$ cat src/rtl/lock_pkg.sv
// Shared types and constants for the combination-lock sequencer.
// Latency: n/a (declarations only).
// Backpressure: n/a.
package lock_pkg;

  // The numeric values are the estado codes seen on the board.
  typedef enum logic [3:0] {
    ST_IDLE     = 4'd0,
    ST_ENTRADA  = 4'd1,
    ST_ABERTO   = 4'd2,
    ST_ERRO     = 4'd3,
    ST_BLOQUEIO = 4'd4,
    ST_PROG     = 4'd5
  } lock_state_t;

  // Factory code 5,8,9,2,0,4; element 0 is the first digit entered.
  localparam int DEFAULT_LEN = 6;
  localparam logic [DEFAULT_LEN-1:0][3:0] DEFAULT_CODE =
    {4'd4, 4'd0, 4'd2, 4'd9, 4'd8, 4'd5};

  // Segment order {g,f,e,d,c,b,a}, active high.
  localparam logic [6:0] GLYPH_BLANK = 7'b0000000;
  localparam logic [6:0] GLYPH_A     = 7'b1110111;
  localparam logic [6:0] GLYPH_E     = 7'b1111001;
  localparam logic [6:0] GLYPH_L     = 7'b0111000;

  // Decimal font, element n draws digit n.
  localparam logic [9:0][6:0] DIGIT_FONT = {
    7'b1101111, 7'b1111111, 7'b0000111, 7'b1111101, 7'b1101101,
    7'b1100110, 7'b1001111, 7'b1011011, 7'b0000110, 7'b0111111
  };

  // Default digit for code position i; longer codes repeat the factory pattern.
  function automatic logic [3:0] default_digit(input int i);
    logic [2:0] k;
    k = 3'(i % DEFAULT_LEN);
    return DEFAULT_CODE[k];
  endfunction

endpackage

$ cat src/rtl/seg7_decoder.sv
// Maps a lock state plus last digit to the 7-segment pattern.
// Latency: combinational; the caller registers the result.
// Backpressure: none.
module seg7_decoder
  import lock_pkg::*;
(
  input  logic [3:0] estado,
  input  logic [3:0] digito,
  output logic [6:0] segs
);

  // Glyph per state; entry states show the digit, out-of-range digits go blank.
  always_comb begin
    segs = GLYPH_BLANK;
    case (estado)
      ST_ENTRADA, ST_PROG: if (digito <= 4'd9) segs = DIGIT_FONT[digito];
      ST_ABERTO:           segs = GLYPH_A;
      ST_ERRO:             segs = GLYPH_E;
      ST_BLOQUEIO:         segs = GLYPH_L;
      default:             segs = GLYPH_BLANK;
    endcase
  end

endmodule

$ cat src/rtl/lock_sequencer.sv
// Digit-entry combination lock: attempt checking, fail count, lockout, optional reprogramming (LOCK_PROG_EN).
// Latency: all outputs registered, 1 clock after the insere rising-edge sample.
// Backpressure: none; digits arriving while not wanted (lockout, invalid BCD) are dropped.
module lock_sequencer
  import lock_pkg::*;
#(
  parameter int CODE_LEN       = 6,
  parameter int MAX_FAIL       = 3,
  parameter int LOCKOUT_CYCLES = 1000,
  parameter int TIMEOUT_CYCLES = 500
) (
  input  logic       clk,
  input  logic       reset,
  input  logic       insere,
  input  logic [3:0] numero,
  input  logic       prog,
  output logic [3:0] estado,
  output logic [6:0] display,
  output logic       led,
  output logic       alarma
);

  // CODE_LEN must be at least 2: the first digit always moves to ENTRADA with idx=1.
  localparam int IW   = (CODE_LEN > 1) ? $clog2(CODE_LEN) : 1;
  localparam int FW   = $clog2(MAX_FAIL + 1);
  localparam int TMAX = (LOCKOUT_CYCLES > TIMEOUT_CYCLES) ? LOCKOUT_CYCLES : TIMEOUT_CYCLES;
  localparam int TW   = $clog2(TMAX + 1);
  localparam logic [IW-1:0] IDX_LAST  = IW'(CODE_LEN - 1);
  localparam logic [FW-1:0] FAIL_LAST = FW'(MAX_FAIL - 1);
  localparam logic [TW-1:0] TO_LAST   = TW'(TIMEOUT_CYCLES - 1);
  localparam logic [TW-1:0] LO_LAST   = TW'(LOCKOUT_CYCLES - 1);

  lock_state_t   state_q, state_n;
  logic [IW-1:0] idx_q, idx_n;
  logic          mis_q, mis_n;
  logic [FW-1:0] fails_q, fails_n;
  logic [TW-1:0] timer_q, timer_n;
  logic [3:0]    digit_q, digit_n;
  logic          insere_q;
  logic [6:0]    segs_n;
  logic          accept;
  logic          attempt_bad;
  logic [CODE_LEN-1:0][3:0] code;

`ifdef LOCK_PROG_EN
  logic [CODE_LEN-1:0][3:0] code_q, code_n, shadow_q, shadow_n;
  assign code = code_q;

  // Stored code and the shadow being programmed; reset restores the factory code.
  always_ff @(posedge clk or negedge reset) begin
    if (!reset) begin
      for (int i = 0; i < CODE_LEN; i++) code_q[i] <= default_digit(i);
      shadow_q <= '0;
    end else begin
      code_q   <= code_n;
      shadow_q <= shadow_n;
    end
  end
`else
  logic unused_prog;
  assign unused_prog = prog;
  for (genvar g = 0; g < CODE_LEN; g++) begin : g_code
    assign code[g] = default_digit(g);
  end
`endif

  // A digit is one rising edge of insere carrying a valid BCD value.
  assign accept = insere & ~insere_q & (numero <= 4'd9);

  // Next-state and datapath decisions; timer restarts on any state change.
  always_comb begin
    state_n     = state_q;
    idx_n       = idx_q;
    mis_n       = mis_q;
    fails_n     = fails_q;
    digit_n     = digit_q;
    timer_n     = timer_q + 1'b1;
    attempt_bad = mis_q | (numero != code[idx_q]);
`ifdef LOCK_PROG_EN
    code_n      = code_q;
    shadow_n    = shadow_q;
`endif
    case (state_q)
      ST_IDLE, ST_ERRO: begin
        timer_n = '0;
        if (accept) begin
          state_n = ST_ENTRADA;
          idx_n   = IW'(1);
          mis_n   = (numero != code[0]);
          digit_n = numero;
        end
      end
      ST_ENTRADA: begin
        if (accept) begin
          timer_n = '0;
          digit_n = numero;
          if (idx_q == IDX_LAST) begin
            idx_n = '0;
            mis_n = 1'b0;
            if (!attempt_bad) begin
              state_n = ST_ABERTO;
              fails_n = '0;
            end else begin
              fails_n = fails_q + 1'b1;
              state_n = (fails_q == FAIL_LAST) ? ST_BLOQUEIO : ST_ERRO;
            end
          end else begin
            idx_n = idx_q + 1'b1;
            mis_n = attempt_bad;
          end
        end else if (timer_q == TO_LAST) begin
          state_n = ST_IDLE;
          idx_n   = '0;
          mis_n   = 1'b0;
        end
      end
      ST_ABERTO: begin
`ifdef LOCK_PROG_EN
        if (prog) begin
          state_n = ST_PROG;
          idx_n   = '0;
        end else
`endif
        if (accept || timer_q == TO_LAST) state_n = ST_IDLE;
      end
      ST_BLOQUEIO: begin
        if (timer_q == LO_LAST) begin
          state_n = ST_IDLE;
          fails_n = '0;
        end
      end
`ifdef LOCK_PROG_EN
      ST_PROG: begin
        if (accept) begin
          timer_n         = '0;
          digit_n         = numero;
          shadow_n[idx_q] = numero;
          if (idx_q == IDX_LAST) begin
            code_n  = shadow_n;
            state_n = ST_IDLE;
            idx_n   = '0;
          end else begin
            idx_n = idx_q + 1'b1;
          end
        end else if (timer_q == TO_LAST) begin
          state_n = ST_IDLE;
          idx_n   = '0;
        end
      end
`endif
      default: begin
        state_n = ST_IDLE;
        idx_n   = '0;
        mis_n   = 1'b0;
      end
    endcase
    if (state_n != state_q) timer_n = '0;
  end

  seg7_decoder u_seg7 (
    .estado (state_n),
    .digito (digit_n),
    .segs   (segs_n)
  );

  // Sequencer state and Moore outputs computed from the next state.
  always_ff @(posedge clk or negedge reset) begin
    if (!reset) begin
      state_q  <= ST_IDLE;
      idx_q    <= '0;
      mis_q    <= 1'b0;
      fails_q  <= '0;
      timer_q  <= '0;
      digit_q  <= '0;
      insere_q <= 1'b0;
      display  <= GLYPH_BLANK;
      led      <= 1'b0;
      alarma   <= 1'b0;
    end else begin
      state_q  <= state_n;
      idx_q    <= idx_n;
      mis_q    <= mis_n;
      fails_q  <= fails_n;
      timer_q  <= timer_n;
      digit_q  <= digit_n;
      insere_q <= insere;
      display  <= segs_n;
      led      <= (state_n == ST_ABERTO);
      alarma   <= (state_n == ST_BLOQUEIO);
    end
  end

  assign estado = state_q;

endmodule

$ cat config.mk
export PLATFORM = sky130hd
export DESIGN_NAME = lock_sequencer
export DESIGN_NICKNAME = d
export VERILOG_FILES = /design/src/rtl/lock_pkg.sv /design/src/rtl/seg7_decoder.sv /design/src/rtl/lock_sequencer.sv
export SDC_FILE = /design/constraint.sdc
export NUM_CORES = 1
export LEC_CHECK = 0
export ABC_AREA = 0
export BUFFER_PORTS_ARGS = -buffer_cell sky130_fd_sc_hd__buf_2
export CAP_MARGIN = 0
export CELL_PAD_IN_SITES_DETAIL_PLACEMENT = 0
export CELL_PAD_IN_SITES_GLOBAL_PLACEMENT = 1
export CORE_ASPECT_RATIO = 1.2
export CORE_MARGIN = 2
export CORE_UTILIZATION = 50
export DETAILED_ROUTE_END_ITERATION = 16
export PLACE_DENSITY_LB_ADDON = 0.1
export RECOVER_POWER = 25
export SLEW_MARGIN = 20
export SYNTH_ARGS = -nofsm -noshare
export SYNTH_HDL_FRONTEND = slang
export SYNTH_SLANG_ARGS = --single-unit
$ cat constraint.sdc
create_clock -name clk -period 5.4 [get_ports clk]
set_input_delay 0.27 -clock clk [delete_from_list [all_inputs] [get_ports clk]]
set_output_delay 0.27 -clock clk [all_outputs]
set_load 0.02 [all_outputs]
==> results of run 1 <==
==> logic make-up (layout without fill, tap and decap cells) <==
logic type	count (synthesis)	in the layout
other	1	1
buffers and inverters	14	38
DFF	34	34
AOI/OAI and AO/OA	51	51
adders and majority gates	13	13
and+or+nand+nor	79	79
xor gates and xnor gates	10	10
muxes	4	4
==> stage by stage <==
step	power, mW	cells	hold WS, ps	cell area (um^2)
floorplan	0.379	206	-25.6	2160
global placement	0.410	278	369	2300
detailed placement	0.414	278	375	2300
CTS	0.697	286	62.8	2440
global route	0.726	286	108	2440
finish	0.689	286	126	2440
==> sequential cells by signal (all words and copies together) (netlist names), 2 cells and up <==
| register | flops |
|---|---|
| estado | 4 |
| idx_q | 3 |
| digit_q | 4 |
| display | 7 |
| fails_q | 2 |
| timer_q | 10 |
==> power groups by stage <==
| stage | logic (mW) | registers (mW) | clock network (mW) |
|---|---|---|---|
| floorplan | 0.0911 | 0.288 | 0 |
| global placement | 0.127 | 0.283 | 0 |
| detailed placement | 0.130 | 0.284 | 0 |
| CTS | 0.131 | 0.279 | 0.286 |
| global route | 0.147 | 0.280 | 0.298 |
| finish | 0.130 | 0.279 | 0.280 |
==> cells in the final DEF (no fill, tap or decap), types with 2 or more instances in the layout <==
master,n
a31o_1,2
nand2_4,2
nand2_1,15
nand4_1,4
mux2i_1,3
o32ai_1,2
nor4_1,3
a211oi_1,2
xnor2_1,6
o22ai_1,2
clkbuf_1,2
o21a_1,2
nor4b_1,2
dfrtp_1,34
buf_2,17
o21ai_0,5
xor2_1,4
or3_1,3
a21oi_1,7
and2_1,2
o211ai_1,3
nor3_1,4
o21ai_1,5
nor2_1,12
nand3_1,6
inv_1,10
nand2b_1,4
bufinv_16,2
clkbuf_8,5
nor2b_1,4
ha_1,13
a2bb2oi_1,2
nor3_2,8
==> worst max path at each step <==
stage,from,to,slack [ps],cells past startpoint
final,estado[2]$_DFF_PN0_,display[2]$_DFF_PN0_,2440,9
after global routing,estado[2]$_DFF_PN0_,display[2]$_DFF_PN0_,2110,9
after CTS,estado[2]$_DFF_PN0_,display[2]$_DFF_PN0_,2420,9
after detailed placement,estado[2]$_DFF_PN0_,display[2]$_DFF_PN0_,2440,9
after global placement,estado[2]$_DFF_PN0_,display[2]$_DFF_PN0_,2540,9
after floorplan,estado[2]$_DFF_PN0_,display[2]$_DFF_PN0_,2820,9
==> layer usage <==
| metal | share of wire (%) | GRT usage [%] |
|---|---|---|
| met4 | 1.2 | 7.83 |
| met1 | 43 | 25.3 |
| met2 | 52 | 35.5 |
| met5 | 0 | 0 |
| met3 | 3.0 | 3.10 |
==> critical path, stage by stage (launching register included) <==
cell     delay (ps)
dfrtp_1         490
nor2_1          500
nand4_1         260
mux2i_1         480
inv_1           180
ha_1            230
nor2_1          140
o21ai_1         130
and2_1          210
a31o_1          210
==> cell type report <==
class                      instances  area share (%)
clock buffer                       5            2.82
clock inverter                     3            2.82
inverter                          11            1.69
multi-input combinational        158            51.1
sequential                        34            34.9
tap                               56            2.88
timing repair buffer              19            3.80
==> out/metrics.cfg, run 1 <==
[outcome]
status=complete, but fails checks
violations=max-capacitance violations, max-slew violations

[drt]
drc=0
drt_iter0_drc=97
vias=1625
routed_wl_um=4440
wl_per_cell_um=15.5
ant_nets=0
vias_per_cell=5.68
firstDrtPassIters=4

[logic_synthesis]
synth_cells=206
synth-compound-area-share_pct=20.4
synthSimpleGateAreaFrac_pct=23.5
synth_top_family_by_area=simple AND/OR/NAND/NOR gates
synth_edf_count=0
ys_seq_area_share_pct=39.3
synth-main-ff-cell=dfrtp_1
synth_nets=227
async_flop_share_pct=100
synthDominantCellAreaShare_pct=39.3
synth.area.top_cells=dfrtp_1, ha_1, nor3_2
syn_area_per_cell_um2=10.5
ys_types=63
synth-xor-area-share_pct=4.05
synthAdderAreaFrac_pct=7.52
synth_top_cell_by_area=dfrtp_1
yosysMostFrequentCell=dfrtp_1
muxShareOfSynthArea_pct=1.91
ys_top_cells_by_count=dfrtp_1, nand2_1, ha_1
yosys_warnings=0
synth_area_um2=2160
synth-seq-cells=34

[grt]
grt_pass1_wl_um=7890
grt_pass1_vias=1661
grt_antenna_before_repair=0
grt_max_degree=35
grt-ovfl-total=0
grtUsageTotal_pct=20.5

[power]
sw_frac_of_total_pct=27.2
p_leak_nw=1.05
power_switching_mw=0.187
clkPwrFrac_pct=40.7
power.internal_mw=0.502
combPwrFrac_pct=18.8
vdd_drop_max_uv=220
powerDensity_nw_per_um2=283
p_seq_share_pct=40.5

[sta]
report.final.slew_viol_count=35
fin_crit_ps=2960
clock.fmax_ghz=0.338
worst_slack_ps=2440
slew_headroom_pct=-17.4
tns_ps=0
final-setup-viol-count=0
hold_viol_final=0
worst_pin_slew_ps=1760
rsz0062_at_grt=no
worst_clock_skew_ps=3.84
timing.final.crit_share_pct=54.8

[worst_setup_path]
reg2reg_depth=9
r2r_end=display[2]$_DFF_PN0_
cp_max_fo=9
endpoint_kind=flip-flop
crit_required_ps=5580
worstSetupStartpointType=flip-flop
reg2reg_from=estado[2]$_DFF_PN0_
r2r_slack_ps=2440
timing_worst_setup_path_type=reg -> reg
cp_data_arrival_time_ps=3140

[floorplanning]
fp.coreArea_um2=4200
die_h_um=76.1
die_area_um2=4870
fp.dieW_um=64.0
initial_utilization_pct=51.6
fp-row-count=26
boundaryPins=21

[clock_network]
clk_latency_ps=280
cts_root_buffer=clkbuf_8
path_clk_slew_ps=70
post_cts_resize_count=0
holdBufCountCts=0
clock-sinks=34
post_cts_buffers=0
cts_buffers=5
cts_tree=built
htreeDepth=2
clk_path_buf_depth=2

[cells_and_area]
fin_util_pct=58.1
area_growth_pct=12.6
regArea_um2=851
multi_input_area_um2=1240
layout-drive-gt1-share_pct=21.7
fillers=372
nets=250
n_antenna_cell=0

[min_path]
holdCritStartpoint=insere
hold_path_depth=1
hp-class=in -> reg
hold_path_end=insere_q$_DFF_PN0_

[placed_design]
post-place-ws_ps=2440
gp_congestion=0.793
place.port_buffers=19
place_hpwl_um=3440

[run]
max_cap_viol_count=1

No activity file was read; power rests on OpenSTA's default activity.
==> inputs of run 2 (changes only) <==
Settings changed: CORE_UTILIZATION 50 to 46.
Clock period 5.4 ns to 3 ns, I/O delays scaled along.
==> out/metrics.cfg, run 2 (same netlist as run 1, synthesis figures left out) <==
[grt]
grt_pass1_vias=1578  ; -5.0%
grt_max_degree=35  ; unchanged
grt-ovfl-total=0  ; unchanged
grt_antenna_before_repair=0  ; unchanged
grtUsageTotal_pct=18.7  ; -1.8 points
grt_pass1_wl_um=7530  ; -4.6%

[floorplanning]
fp.dieW_um=66.6  ; +4.0%
fp-row-count=27  ; +3.8%
boundaryPins=21  ; unchanged
die_h_um=79.1  ; +4.0%
die_area_um2=5270  ; +8.2%
initial_utilization_pct=47.4  ; -4.1 points
fp.coreArea_um2=4560  ; +8.7%

[cells_and_area]
largest_reg_flops=10  ; unchanged
stdcell_count=294  ; +2.8%
largest_registers=timer_q (10), display (7)
nets=256  ; +2.4%
finalInstanceArea_um2=2430  ; -0.21%
n_antenna_cell=0  ; unchanged
area_growth_pct=12.4
mostFrequentLayoutCell=dfrtp_1
layout-drive-gt1-share_pct=18.6  ; -3.1 points
top_register=timer_q
layout_common_cells=dfrtp_1, nand2_1, ha_1, nor2_1, clkbuf_1

[run]
max_cap_viol_count=1  ; unchanged

[sta]
timing.final.crit_share_pct=82.5
rsz0062_at_grt=no
worst_clock_skew_ps=6.78  ; +2.94 ps
slew_headroom_pct=-18.3  ; -0.99 points
final-setup-viol-count=0  ; unchanged
fin_crit_ps=2470
worst_pin_slew_ps=1780  ; +14.8 ps
tns_ps=0  ; unchanged
hold_viol_final=0  ; unchanged
report.final.slew_viol_count=35  ; unchanged
clock.fmax_ghz=0.404

[worst_setup_path]
worstSetupStartpointType=input port
setup.worst_path.start=insere
max_stage_delay_ps=520  ; +20 ps
cp_max_fo=6  ; -3
slowest_stage=dlygate4sd3_1
timing_worst_setup_path_type=in -> reg
cp_data_arrival_time_ps=2640  ; -500 ps
path_cells=dlygate4sd3_1, clkbuf_1, nor2b_1, nand4_1, mux2i_1, buf_4, inv_1, ha_1, nor2_1, o21ai_1, and2_1, a31o_1
endpoint_kind=flip-flop
crit_required_ps=3170  ; -2410 ps
reg2reg_from=idx_q[0]$_DFFE_PN0P_

[drt]
wl_per_cell_um=15.5  ; -0.11%
firstDrtPassIters=4  ; unchanged
ant_nets=0  ; unchanged
drc=0  ; unchanged
routed_wl_um=4560  ; +2.7%
vias_per_cell=5.71  ; +0.57%
drt_iter0_drc=53  ; -45%
vias=1680  ; +3.4%

[outcome]
status=complete, but fails checks
violations=max-capacitance violations, max-slew violations

[placed_design]
place_inst=284  ; +2.2%
place.port_buffers=19  ; unchanged
placed_cell_area_um2=2330  ; +1.4%
place_hpwl_um=3500  ; +1.9%
gp_congestion=0.886  ; +12%

[clock_network]
htreeDepth=2  ; unchanged
clk_path_buf_depth=2  ; unchanged
cts_tree=built
cts_root_buffer=clkbuf_8
clk_latency_ps=280  ; about the same
clock-sinks=34  ; unchanged
path_clk_slew_ps=60  ; about the same
cts_buffers=5  ; unchanged
post_cts_resize_count=0  ; unchanged

[min_path]
hp-class=in -> reg
holdCritStartpoint=numero[0]

[power]
p_total_mw=1.09  ; +58%
p_leak_nw=1.02  ; -2.8%
vdd_drop_max_uv=258  ; +17%
powerDensity_nw_per_um2=447  ; +58%

run 2: layer usage:
layer  GRT usage [%]  share of wire, %  vias up
met5               0                 0        -
met4            5.51               1.2        0
met3            3.82               3.6        6
met2            30.8                47       39
met1            24.5                48      808
li1                -                 -      827
run 2: worst max-delay path: cells and delay by family:
| kind | cells | cell delay, ps |
|---|---|---|
| AOI/OAI and AO/OA | 2 | 340 |
| adders and majority gates | 1 | 200 |
| buffers and inverters | 4 | 900 |
| muxes | 1 | 190 |
| and+or+nand+nor | 4 | 850 |
run 2: cell type report:
class,count,area [um^2]
Tap cell,58,72.6
Timing Repair Buffer,25,131
Multi-Input combinational cell,158,1240
Clock buffer,7,86.3
Sequential cell,34,851
Clock inverter,1,5.00
Inverter,11,41.3
Fill cell,417,2130
run 2: repair_timing:
item                                   in CTS  in global routing
endpoints found under the hold margin      35                  0
hold buffers                                2                  0
buffers inserted                            0                  0
run 2: metrics by stage:
step	worst slack, ps	util [%]	hold WS (ps)
2_1_floorplan	424	-	-146
3_3_place_gp	598	51.2	240
3_5_place_dp	538	51.2	259
4_1_cts	529	53.6	436
5_1_grt	304	53.3	468
6_report	525	53.3	435
run 2: power by group:
part           internal (mW)  total, mW  switching [mW]
clock                  0.185      0.338           0.153
sequential             0.486      0.501          0.0148
combinational         0.0893      0.247           0.157
total                  0.761       1.09           0.325
run 2: worst paths after layout:
kind,endpoint,slack [ps],depth (start not counted)
worst min-delay path,digit_q[0]$_DFF_PN0_,440,4
worst max register to register,timer_q[9]$_DFF_PN0_,530,8
worst max-delay path,display[2]$_DFF_PN0_,530,12
max in group asynchronous,display[1]$_DFF_PN0_,1100,2
min in group asynchronous,timer_q[6]$_DFF_PN0_,880,2
worst min register to register,fails_q[1]$_DFFE_PN0P_,500,2
==> inputs of run 3 (changes only) <==
Settings changed: ABC_AREA 0 to 1, CORE_UTILIZATION 46 to 43.
Clock period 3 ns to 2.3 ns, I/O delays scaled along.
==> out/metrics.cfg, run 3 <==
[worst_setup_path]
timing_worst_setup_path_type=in -> reg
crit_required_ps=2470  ; -700 ps
cpMostUsedCell=nand2_1
max_stage_delay_ps=520  ; about the same
slowest_stage=dlygate4sd3_1
cp_max_fo=7  ; +1
path_cells=dlygate4sd3_1, buf_2, inv_1, nor2_1, nand2_1, inv_2, nand2_4, nand2_1, o21ai_2, buf_4, ha_1, or2_2, nand2_1, nand2_2, o21ai_0, o21ai_1
worstSetupStartpointType=input port
cp_data_arrival_time_ps=2290  ; -350 ps
endpoint_kind=flip-flop

[cells_and_area]
layout-drive-gt1-share_pct=15.6  ; -3.1 points
regArea_um2=852  ; +0.15%
fillers=475  ; +14%
nets=335  ; +31%
mostFrequentLayoutCell=nand2_1
n_antenna_cell=0  ; unchanged
top_register=timer_q
multi_input_area_um2=1090  ; -12%
area_growth_pct=17.1
largest_registers=timer_q (10), display (7)
layout_common_cells=nand2_1, inv_1, dfrtp_1, nor2_1, nand3_1
largest_reg_flops=10  ; unchanged

[sta]
report.final.slew_viol_count=0  ; -100%
worst_pin_slew_ps=882  ; -893 ps
clock.fmax_ghz=0.471
fin_crit_ps=2120
rsz0062_at_grt=no
final-setup-viol-count=0  ; unchanged
slew_headroom_pct=41.2  ; +60 points
timing.final.crit_share_pct=92.3
hold_viol_final=0  ; unchanged
tns_ps=0  ; unchanged
worst_clock_skew_ps=7.89  ; +1.11 ps

[clock_network]
clk_latency_ps=290  ; about the same
clock-sinks=34  ; unchanged
cts_tree=built
post_cts_buffers=0  ; unchanged
path_clk_slew_ps=70  ; about the same
clk_path_buf_depth=2  ; unchanged
cts_root_buffer=clkbuf_8
cts_buffers=5  ; unchanged
htreeDepth=2  ; unchanged

[logic_synthesis]
synth_nets=302  ; +33%
synth-main-ff-cell=dfrtp_1
synth_top_cell_by_area=dfrtp_1
synthDominantCellAreaShare_pct=40.3  ; +1.0 points
synth-xor-area-share_pct=0.415  ; -3.6 points
synth.area.top_cells=dfrtp_1, nand2_1, ha_1
synth_top_family_by_area=simple AND/OR/NAND/NOR gates
synth-compound-area-share_pct=11.1  ; -9.3 points
yosys_warnings=0  ; unchanged
synth_edf_count=0  ; unchanged
synthAdderAreaFrac_pct=7.71  ; +0.19 points
synth-seq-cells=34  ; unchanged
async_flop_share_pct=100  ; unchanged
yosysMostFrequentCell=nand2_1
synth_cells=281  ; +36%
synthSimpleGateAreaFrac_pct=32.1  ; +8.6 points
ys_top_cells_by_count=nand2_1, inv_1, dfrtp_1
ys_seq_area_share_pct=40.3  ; +1.0 points
syn_area_per_cell_um2=7.51  ; -29%
ys_types=32  ; -49%
muxShareOfSynthArea_pct=0  ; -1.9 points
synth_area_um2=2110  ; -2.5%

[placed_design]
place.port_buffers=19  ; unchanged
place_hpwl_um=3680  ; +5.0%
gp_congestion=0.836  ; -5.6%

[drt]
drt_iter0_drc=82  ; +55%
vias=1864  ; +11%
wl_per_cell_um=12.8  ; -18%
vias_per_cell=5.00  ; -13%
drc=0  ; unchanged
firstDrtPassIters=4  ; unchanged
ant_nets=0  ; unchanged
routed_wl_um=4760  ; +4.5%

[run]
max_cap_viol_count=0  ; -1

[grt]
grt-ovfl-total=0  ; unchanged
grtUsageTotal_pct=19.8  ; +1.1 points
grt_pass1_vias=1821  ; +15%
grt_antenna_before_repair=0  ; unchanged
grt_max_degree=35  ; unchanged
grt_pass1_wl_um=8160  ; +8.4%

[floorplanning]
fp.dieW_um=67.9  ; +2.0%
initial_utilization_pct=45.2  ; -2.2 points
die_h_um=80.7  ; +2.0%
fp-row-count=27  ; unchanged
die_area_um2=5480  ; +4.1%
fp.coreArea_um2=4660  ; +2.2%
boundaryPins=21  ; unchanged

[power]
powerDensity_nw_per_um2=750  ; +68%
vdd_drop_max_uv=364  ; +41%
p_leak_nw=1.26  ; +24%
p_total_mw=1.85  ; +71%

[min_path]
hp-class=in -> reg

[outcome]
status=complete, no violations

==> run 3: cell types whose count changed after synthesis, moves of 7 or more <==
cell / previous run / this run
o21ai_0: 5 / 17
inv_1: 10 / 39
nor3_2: 8 / 1
nor2_1: 12 / 30
nand3_1: 6 / 29
nand2_1: 15 / 67
==> run 3: layout make-up <==
cell class,instances,share of cell area [%]
multi-input combinational,203,44.3
sequential,34,34.5
inverter,43,6.53
timing repair buffer,27,5.93
clock buffer,6,3.34
tap,58,2.94
clock inverter,2,2.43
==> run 3: stage by stage <==
stage | hold WS [ps] | cell area, um^2 | instances | utilization, % | setup slack, ps
floorplan | -181 | 2110 | 281 | - | 6.49
global placement | 236 | 2320 | 363 | 49.7 | 200
detailed placement | 239 | 2320 | 363 | 49.7 | 193
CTS | 194 | 2480 | 373 | 53.2 | 119
global route | 175 | 2470 | 373 | 53.0 | 4.70
finish | 150 | 2470 | 373 | 53.0 | 178
==> run 3: where the power goes <==
group | total, mW | internal, mW | switching, mW | leakage (nW)
Combinational | 0.480 | 0.158 | 0.322 | 0.743
Clock | 0.688 | 0.462 | 0.225 | 0.0714
Sequential | 0.684 | 0.654 | 0.0303 | 0.450
==> run 3: final timing paths <==
kind                                           to                   start  slack, ps  cells after the start
min in group asynchronous    idx_q[1]$_DFFE_PN0P_                   reset        480                      2
max reg2reg                  display[1]$_DFF_PN0_     estado[3]$_DFF_PN0_        190                     13
max                          display[1]$_DFF_PN0_                  insere        180                     16
min reg2reg                fails_q[1]$_DFFE_PN0P_  fails_q[1]$_DFFE_PN0P_        490                      2
max in group asynchronous     estado[0]$_DFF_PN0_                   reset       1220                      2
min                          digit_q[0]$_DFF_PN0_               numero[0]        150                      3
==> run 3: metal layers <==
metal  GRT usage (%)  vias up  wire length (um)
li1                -      965                 -
met1            23.2      871              2100
met2            35.5       24              2490
met3            3.92        4               142
met4            6.00        0                39
met5               0        -                 0
==> run 3: critical path: cells and delay by family <==
| kind | cells | cell delay [ps] |
|---|---|---|
| compound gates | 3 | 240 |
| fa+ha+maj | 1 | 200 |
| buf+inv | 5 | 920 |
| simple gates | 7 | 830 |
==> run 3: cell families after synthesis <==
family                     Yosys count
buffers and inverters               44
xor gates and xnor gates             1
AOI/OAI and AO/OA                   39
other                                1
DFF                                 34
adders and majority gates           13
and+or+nand+nor                    149
==> run 3: timing repair <==
item                       4_1_cts  5_1_grt
hold buffers                     2        0
setup endpoints to repair        0       16
hold endpoints to repair        35        0
gates resized for setup          0        5
